`src/rtl/keypad_pkg.sv`:
```
// Shared constants and helpers for the 4x4 keypad scanner.
// Key numbering is row*4 + col throughout.
package keypad_pkg;

    localparam int ROWS = 4;
    localparam int COLS = 4;
    localparam int KEYS = 16;

    typedef struct packed {
        logic       valid;
        logic [3:0] idx;
    } lowest_t;

    function automatic logic [3:0] key_index(
        input logic [1:0] row,
        input logic [1:0] col
    );
        return {row, col};
    endfunction

    // Priority pick of the lowest-numbered set bit
    function automatic lowest_t lowest_set(input logic [KEYS-1:0] v);
        lowest_t r;
        r.valid = 1'b0;
        r.idx   = 4'd0;
        for (int i = KEYS - 1; i >= 0; i--) begin
            if (v[i]) begin
                r.valid = 1'b1;
                r.idx   = 4'(i);
            end
        end
        return r;
    endfunction

endpackage

```
`src/rtl/keypad_scan_tick.sv`:
```
// Column slot timer: divides the system clock into column slots
// and steps the active column, flagging the end of each full scan.
module scan_tick #(
    parameter int SCAN_DIV = 50000
) (
    input  logic       clk,
    input  logic       rst,
    output logic       tick,
    output logic [1:0] col,
    output logic       scan_done
);

    localparam int CW = (SCAN_DIV > 1) ? $clog2(SCAN_DIV) : 1;

    logic [CW-1:0] cnt;

    assign tick      = (cnt == CW'(SCAN_DIV - 1));
    assign scan_done = tick && (col == 2'd3);

    // Slot counter, wraps at the end of each column slot
    always_ff @(posedge clk or posedge rst) begin
        if (rst) begin
            cnt <= '0;
        end else if (tick) begin
            cnt <= '0;
        end else begin
            cnt <= cnt + CW'(1);
        end
    end

    // Active column advances once per slot, 3 wraps to 0
    always_ff @(posedge clk or posedge rst) begin
        if (rst) begin
            col <= 2'd0;
        end else if (tick) begin
            col <= col + 2'd1;
        end
    end

endmodule

```
`src/rtl/keypad_scan.sv`:
```
// 4x4 keypad scanner/debouncer producing a clean held-key vector.
// Build option: KEYPAD_CHORD_EN exposes the full debounced vector on buttons.
module keypad_scan
    import keypad_pkg::*;
#(
    parameter int SCAN_DIV       = 50000,
    parameter int DEBOUNCE_SCANS = 5
) (
    input  logic        clk,
    input  logic        rst,
    input  logic [3:0]  row_in,
    output logic [3:0]  col_out,
    output logic [15:0] buttons,
    output logic        key_valid,
    output logic [3:0]  key_code,
    output logic        key_press
);

    localparam int SW = $clog2(DEBOUNCE_SCANS + 1);

    logic            tick;
    logic            scan_done;
    logic [1:0]      col;
    logic [3:0]      row_s1;
    logic [3:0]      row_s2;
    logic [KEYS-1:0] snap;
    logic [KEYS-1:0] snap_next;
    logic [KEYS-1:0] prev_snap;
    logic [KEYS-1:0] debounced;
    logic [SW-1:0]   stable_cnt;
    logic [SW-1:0]   stable_next;
    logic            prev_valid;
    logic [3:0]      prev_code;
    lowest_t         lo;

    scan_tick #(
        .SCAN_DIV(SCAN_DIV)
    ) u_tick (
        .clk      (clk),
        .rst      (rst),
        .tick     (tick),
        .col      (col),
        .scan_done(scan_done)
    );

    assign col_out = ~(4'b0001 << col);

    // Two-flop synchronizer for the asynchronous row lines
    always_ff @(posedge clk or posedge rst) begin
        if (rst) begin
            row_s1 <= 4'b1111;
            row_s2 <= 4'b1111;
        end else begin
            row_s1 <= row_in;
            row_s2 <= row_s1;
        end
    end

    // Snapshot with the current column's rows merged in (pressed = 1)
    always_comb begin
        snap_next = snap;
        for (int r = 0; r < ROWS; r++) begin
            snap_next[key_index(2'(r), col)] = ~row_s2[r];
        end
    end

    // Stability count for the scan that is just completing
    always_comb begin
        if (snap_next != prev_snap) begin
            stable_next = '0;
        end else if (stable_cnt == SW'(DEBOUNCE_SCANS)) begin
            stable_next = stable_cnt;
        end else begin
            stable_next = stable_cnt + SW'(1);
        end
    end

    // Capture rows of the active column at the end of its slot
    always_ff @(posedge clk or posedge rst) begin
        if (rst) begin
            snap <= '0;
        end else if (tick) begin
            snap <= snap_next;
        end
    end

    // Debounce across full scans; commit once stable long enough
    always_ff @(posedge clk or posedge rst) begin
        if (rst) begin
            prev_snap  <= '0;
            stable_cnt <= '0;
            debounced  <= '0;
        end else if (scan_done) begin
            prev_snap  <= snap_next;
            stable_cnt <= stable_next;
            if (stable_next == SW'(DEBOUNCE_SCANS)) begin
                debounced <= snap_next;
            end
        end
    end

    assign lo        = lowest_set(debounced);
    assign key_valid = lo.valid;
    assign key_code  = lo.idx;

`ifdef KEYPAD_CHORD_EN
    assign buttons = debounced;
`else
    assign buttons = lo.valid ? (16'b1 << lo.idx) : 16'b0;
`endif

    // Remember last cycle's resolved key to detect new presses
    always_ff @(posedge clk or posedge rst) begin
        if (rst) begin
            prev_valid <= 1'b0;
            prev_code  <= 4'd0;
        end else begin
            prev_valid <= key_valid;
            prev_code  <= key_code;
        end
    end

    assign key_press = key_valid &&
                       (!prev_valid || (key_code != prev_code));

endmodule

```
`config.mk`:
```
export PLATFORM = sky130hd
export DESIGN_NAME = keypad_scan
export DESIGN_NICKNAME = d
export VERILOG_FILES = /design/src/rtl/keypad_pkg.sv /design/src/rtl/keypad_scan_tick.sv /design/src/rtl/keypad_scan.sv
export SDC_FILE = /design/constraint.sdc
export NUM_CORES = 1
export LEC_CHECK = 0
export CAP_MARGIN = 20
export CORE_AREA = 2 2 87 89
export DETAILED_ROUTE_END_ITERATION = 16
export DIE_AREA = 0 0 89 91
export GPL_ROUTABILITY_DRIVEN = 1
export GPL_TIMING_DRIVEN = 0
export PLACE_DENSITY = 0.84
export SYNTH_ARGS = -nofsm -noshare
export SYNTH_HDL_FRONTEND = slang
export SYNTH_HIERARCHICAL = 1
export SYNTH_SLANG_ARGS = --single-unit
```
`constraint.sdc`:
```
create_clock -name clk -period 6.05 [get_ports clk]
set_input_delay 1.5125 -clock clk [delete_from_list [all_inputs] [get_ports clk]]
set_output_delay 1.5125 -clock clk [all_outputs]
set_load 0.01 [all_outputs]
```
==> impl_summary.md <==
Run status
The run finished with clean final reports.

Yosys
Yosys instantiated no cell more often than sky130_fd_sc_hd__dfrtp_1. The most used flip-flop cell after synthesis is sky130_fd_sc_hd__dfrtp_1. The cell type with the highest aggregate area in the netlist is sky130_fd_sc_hd__dfrtp_1. A synthesized cell averages 9.87 um2. The portion of synthesized area spent on multiplexers is 8.12%. By area, the combinational part of the netlist is dominated by simple AND/OR/NAND/NOR gates. The number of enable-type register cells in the synthesized netlist is 0. The synthesized cell area is 4390 um2. The synthesized netlist devotes 19.7% of its cell area to simple gates. Yosys mapped the design onto 70 distinct sky130hd cell types. The post-synthesis register bit count is 82.

During synthesis, Yosys emitted a total of 6 warnings. The sequential fraction of the synthesis area is 46.9%. The number of nets handed over by synthesis was 455. After synthesis, the cell types taking the most area are sky130_fd_sc_hd__dfrtp_1, sky130_fd_sc_hd__dfstp_2, sky130_fd_sc_hd__mux2_2. The synthesized-area fraction occupied by xor and xnor cells is 5.16%. Summing the areas of all fa, ha and maj instances in the mapped netlist gives 1.14% of the synthesized area. Sorting the synthesized cells by how often they occur yields sky130_fd_sc_hd__dfrtp_1, sky130_fd_sc_hd__nor2_1, sky130_fd_sc_hd__nand2_1. After synthesis, the largest area contributor takes up 42.2% of total cell area. The gate count of the mapped netlist is 445. The share of the synthesized area in compound gates (AO/OA/AOI/OAI) is 14.1%.

The fraction of synthesis flops using an asynchronous set or reset pin is 100%.

Power and ir drop
The reported net switching power is 0.217 mW. The portion of total power attributed to the clock network is 44.1%. The net switching share of the total power is 20.8%.

The largest voltage drop on the vdd net is 214 uV. For this design the ratio of total power to cell area is 205 nW/um2. Of the total power, combinational logic draws 2.8%. In this run the static leakage power is 2.22 nW. Cell internal power was estimated by the tool at 0.826 mW. The fraction of power consumed by sequential logic is 53.1%.

Placed design
The congestion estimate from routability-driven global placement came to 0.939. The number of instances in the placed design is 576. Port buffering added 31 buffers. The detailed-placement wirelength estimate is 7370 um. At the placement stage, the worst setup path has a slack of 1.83 ns.

Finish
The net count of the finished layout is 498. In the final layout, the share of cells above drive strength 1 is 15.2%. The utilization of the core after routing is 71.2%.

The area overhead of the layout relative to synthesis is 15.8%. The number of cells in the finished layout apart from fillers is 592. 0 antenna diodes ended up in the layout.

STA
The final period demand of the worst path is 4.58 ns. Clock skew on the completed layout was measured at 0.0125 ns. The slew at the pin with the worst max-slew slack is 0.872 ns. Setup slack on the critical path of the routed design comes to 1.47 ns.

Setup violations remaining at the end of the flow were counted as 0. The count of pins over their slew limit was 0. The number of hold-slack violations in the final timing report came to 0. Setup repair after global routing left no endpoint under its margin.

The worst path uses 75.7% of the clock period. Derived from the worst setup path, the maximum achievable clock frequency is 0.218 GHz. After routing, the total negative slack on setup checks comes to 0 ns.

The normalized max-slew margin is 41.7%.

GRT
The global route total overflow is 0. The maximum number of pins on one net before global-route repair is 44. The number of antenna violations at the first check in global routing was 0. The wire length of the first global-routing pass is 16700 um. In the global route stage, overall resource usage came out at 26.7%. The number of global-route vias before repair is 3385.

Detailed routing
The number of DRC markers in iteration 0 is 242. For this run, design rule violations remaining after detail routing come to 0. The vias after detailed routing is 3551.

The wire length per cell after detailed routing is 17.0 um. Dividing the detail-routed via count by the number of cells gives 6.00. Before antenna repair, the detailed router went through 5 iterations.

The detailed-route wire length is 10100 um. The detail route stage leaves a number of antenna-violating nets equal to 0.

Worst setup path
STA puts the critical path data required time at 4.54 ns. The worst setup path is captured at a primary output. The signal arrival time at the worst endpoint is 3.07 ns. The source of the worst register-to-register timing path is u_tick/cnt[7]$_DFF_PP0_. Of all nets on the critical path, the largest fanout is 8. The startpoint class of the critical path is a flip-flop. In this run the worst setup path begins at debounced[0]$_DFFE_PP0P_. The type of the setup path with the least slack is reg2out.

Die
The die covers 8100 um2. For this configuration, the core starts out at a cell density of 61.6%. The number of rows in the core area is 31. The die boundary height is 91 um. The I/O pin total is 32.

The x dimension of the die is 89 um. The core region is 7140 um2.

Clock network
The number of gates resized after CTS was 0. The clock net in this run drives a total of 82 sinks. The number of buffers created by CTS is 9. The clock tree from TritonCTS is built. The setup fix buffers added after clock tree synthesis is 0. After clock tree synthesis, the clock-pin slew on the worst setup and hold paths is 0.09 ns.

The number of hold-repair buffers added at the cts stage is 0. The H-tree was split into 3 levels. At the later pin of the worst-skew pair, clock insertion delay measures 0.36 ns. The buffer type at the clock tree root is sky130_fd_sc_hd__clkbuf_8.

No sink is reached through more buffers than the 2 on the longest clock path.

Run
The number of maximum-capacitance violations is 0.

Hold path
In this run the most critical hold path is launched from row_s1[0]$_DFF_PP1_. In this run the worst hold path is classified as reg2reg.
power by group through the flow:
stage | combinational, mW | clock, mW | sequential (mW)
floorplan | 0.0171 | 0 | 0.564
global placement | 0.0269 | 0 | 0.565
detailed placement | 0.0295 | 0 | 0.565
global route | 0.0326 | 0.487 | 0.554
finish | 0.0292 | 0.460 | 0.554
CTS | 0.0296 | 0.465 | 0.554
sequential cells by signal, summed over array words and instances, names as in the netlist:
signal,cells
debounced,16
prev_snap,16
snap,16
u_tick/cnt,16
prev_code,4
row_s1,4
row_s2,4
stable_cnt,3
u_tick/col,2
prev_valid,1
critical path, cell delays in order (launching register included):
cell and delay (ns):
sky130_fd_sc_hd__dfrtp_1 0.46, sky130_fd_sc_hd__nor4_1 0.78, sky130_fd_sc_hd__nand2_1 0.10, sky130_fd_sc_hd__nor2_1 0.35, sky130_fd_sc_hd__xnor2_1 0.16, sky130_fd_sc_hd__nand3_1 0.10, sky130_fd_sc_hd__o31a_1 0.29, sky130_fd_sc_hd__clkdlybuf4s50_1 0.47
metrics by stage:
stage               hold WS, ns  area (um2)  power [mW]
floorplan                 0.345        4390       0.581
global placement          0.347        4830       0.592
detailed placement        0.349        4850       0.594
CTS                       0.360        5080        1.05
global route              0.362        5080        1.07
finish                    0.360        5080        1.04
path summary, 6_finish.rpt:
check                           slack, ns  cells past startpoint                        end
worst max-delay path                 1.47                      7                  key_press
worst min-delay path                 0.36                      0        row_s2[0]$_DFF_PP1_
worst max register to register       2.19                      9  stable_cnt[2]$_DFFE_PP0P_
worst min register to register       0.36                      0        row_s2[0]$_DFF_PP1_
max in group asynchronous            3.89                      3        row_s2[2]$_DFF_PP1_
min in group asynchronous            1.52                      2  stable_cnt[1]$_DFFE_PP0P_
cell usage in the layout, fill, tap and decap left out, types with 3 or more instances in the layout:
master,netlist,layout
sky130_fd_sc_hd__ha_1,4,4
sky130_fd_sc_hd__mux2_2,17,17
sky130_fd_sc_hd__nand3b_1,5,5
sky130_fd_sc_hd__mux2_4,5,5
sky130_fd_sc_hd__inv_1,27,26
sky130_fd_sc_hd__o22ai_1,6,6
sky130_fd_sc_hd__dfstp_2,8,8
sky130_fd_sc_hd__inv_2,4,5
sky130_fd_sc_hd__xor2_1,9,9
sky130_fd_sc_hd__mux2i_1,9,9
sky130_fd_sc_hd__o221ai_1,3,3
sky130_fd_sc_hd__nor3b_1,4,4
sky130_fd_sc_hd__nand2_1,37,37
sky130_fd_sc_hd__nor2_1,44,44
sky130_fd_sc_hd__nor4_1,6,6
sky130_fd_sc_hd__nor3_1,9,9
sky130_fd_sc_hd__a21oi_1,22,22
sky130_fd_sc_hd__nand3_1,13,13
sky130_fd_sc_hd__clkbuf_1,8,8
sky130_fd_sc_hd__dfrtp_1,74,74
sky130_fd_sc_hd__clkdlybuf4s50_1,0,31
sky130_fd_sc_hd__clkbuf_8,0,12
sky130_fd_sc_hd__o31a_1,3,3
sky130_fd_sc_hd__nand4_1,7,7
sky130_fd_sc_hd__o21ai_0,31,31
sky130_fd_sc_hd__nand2b_1,10,10
sky130_fd_sc_hd__xnor2_1,15,15
sky130_fd_sc_hd__nor2b_1,7,7
sky130_fd_sc_hd__buf_2,5,5
cells by family (layout without fill, tap and decap cells):
group / count (synthesis) / after routing
flops: 82 / 82
simple gates: 161 / 161
fa+ha+maj: 4 / 4
xor+xnor: 25 / 25
mux: 31 / 31
buf+inv: 49 / 97
compound gates: 93 / 93
metal layers:
metal	GRT usage, %	routed length (um)	up-vias
li1	-	-	1656
met1	36.2	4260	1716
met2	43.1	4890	154
met3	5.64	705	25
met4	8.21	215	0
met5	0	0	-
layout make-up:
type                    instances  area, um2
multi-input cells             314       2120
clock buffers                  12        165
inverters                      31        116
clock inverters                 4       72.6
repair buffers                 32        330
flip-flops and latches         82       2060
fillers                       566       2050
plain buffers                  18       96.3
well taps                      99        124
No activity file was read; power rests on OpenSTA's default activity.
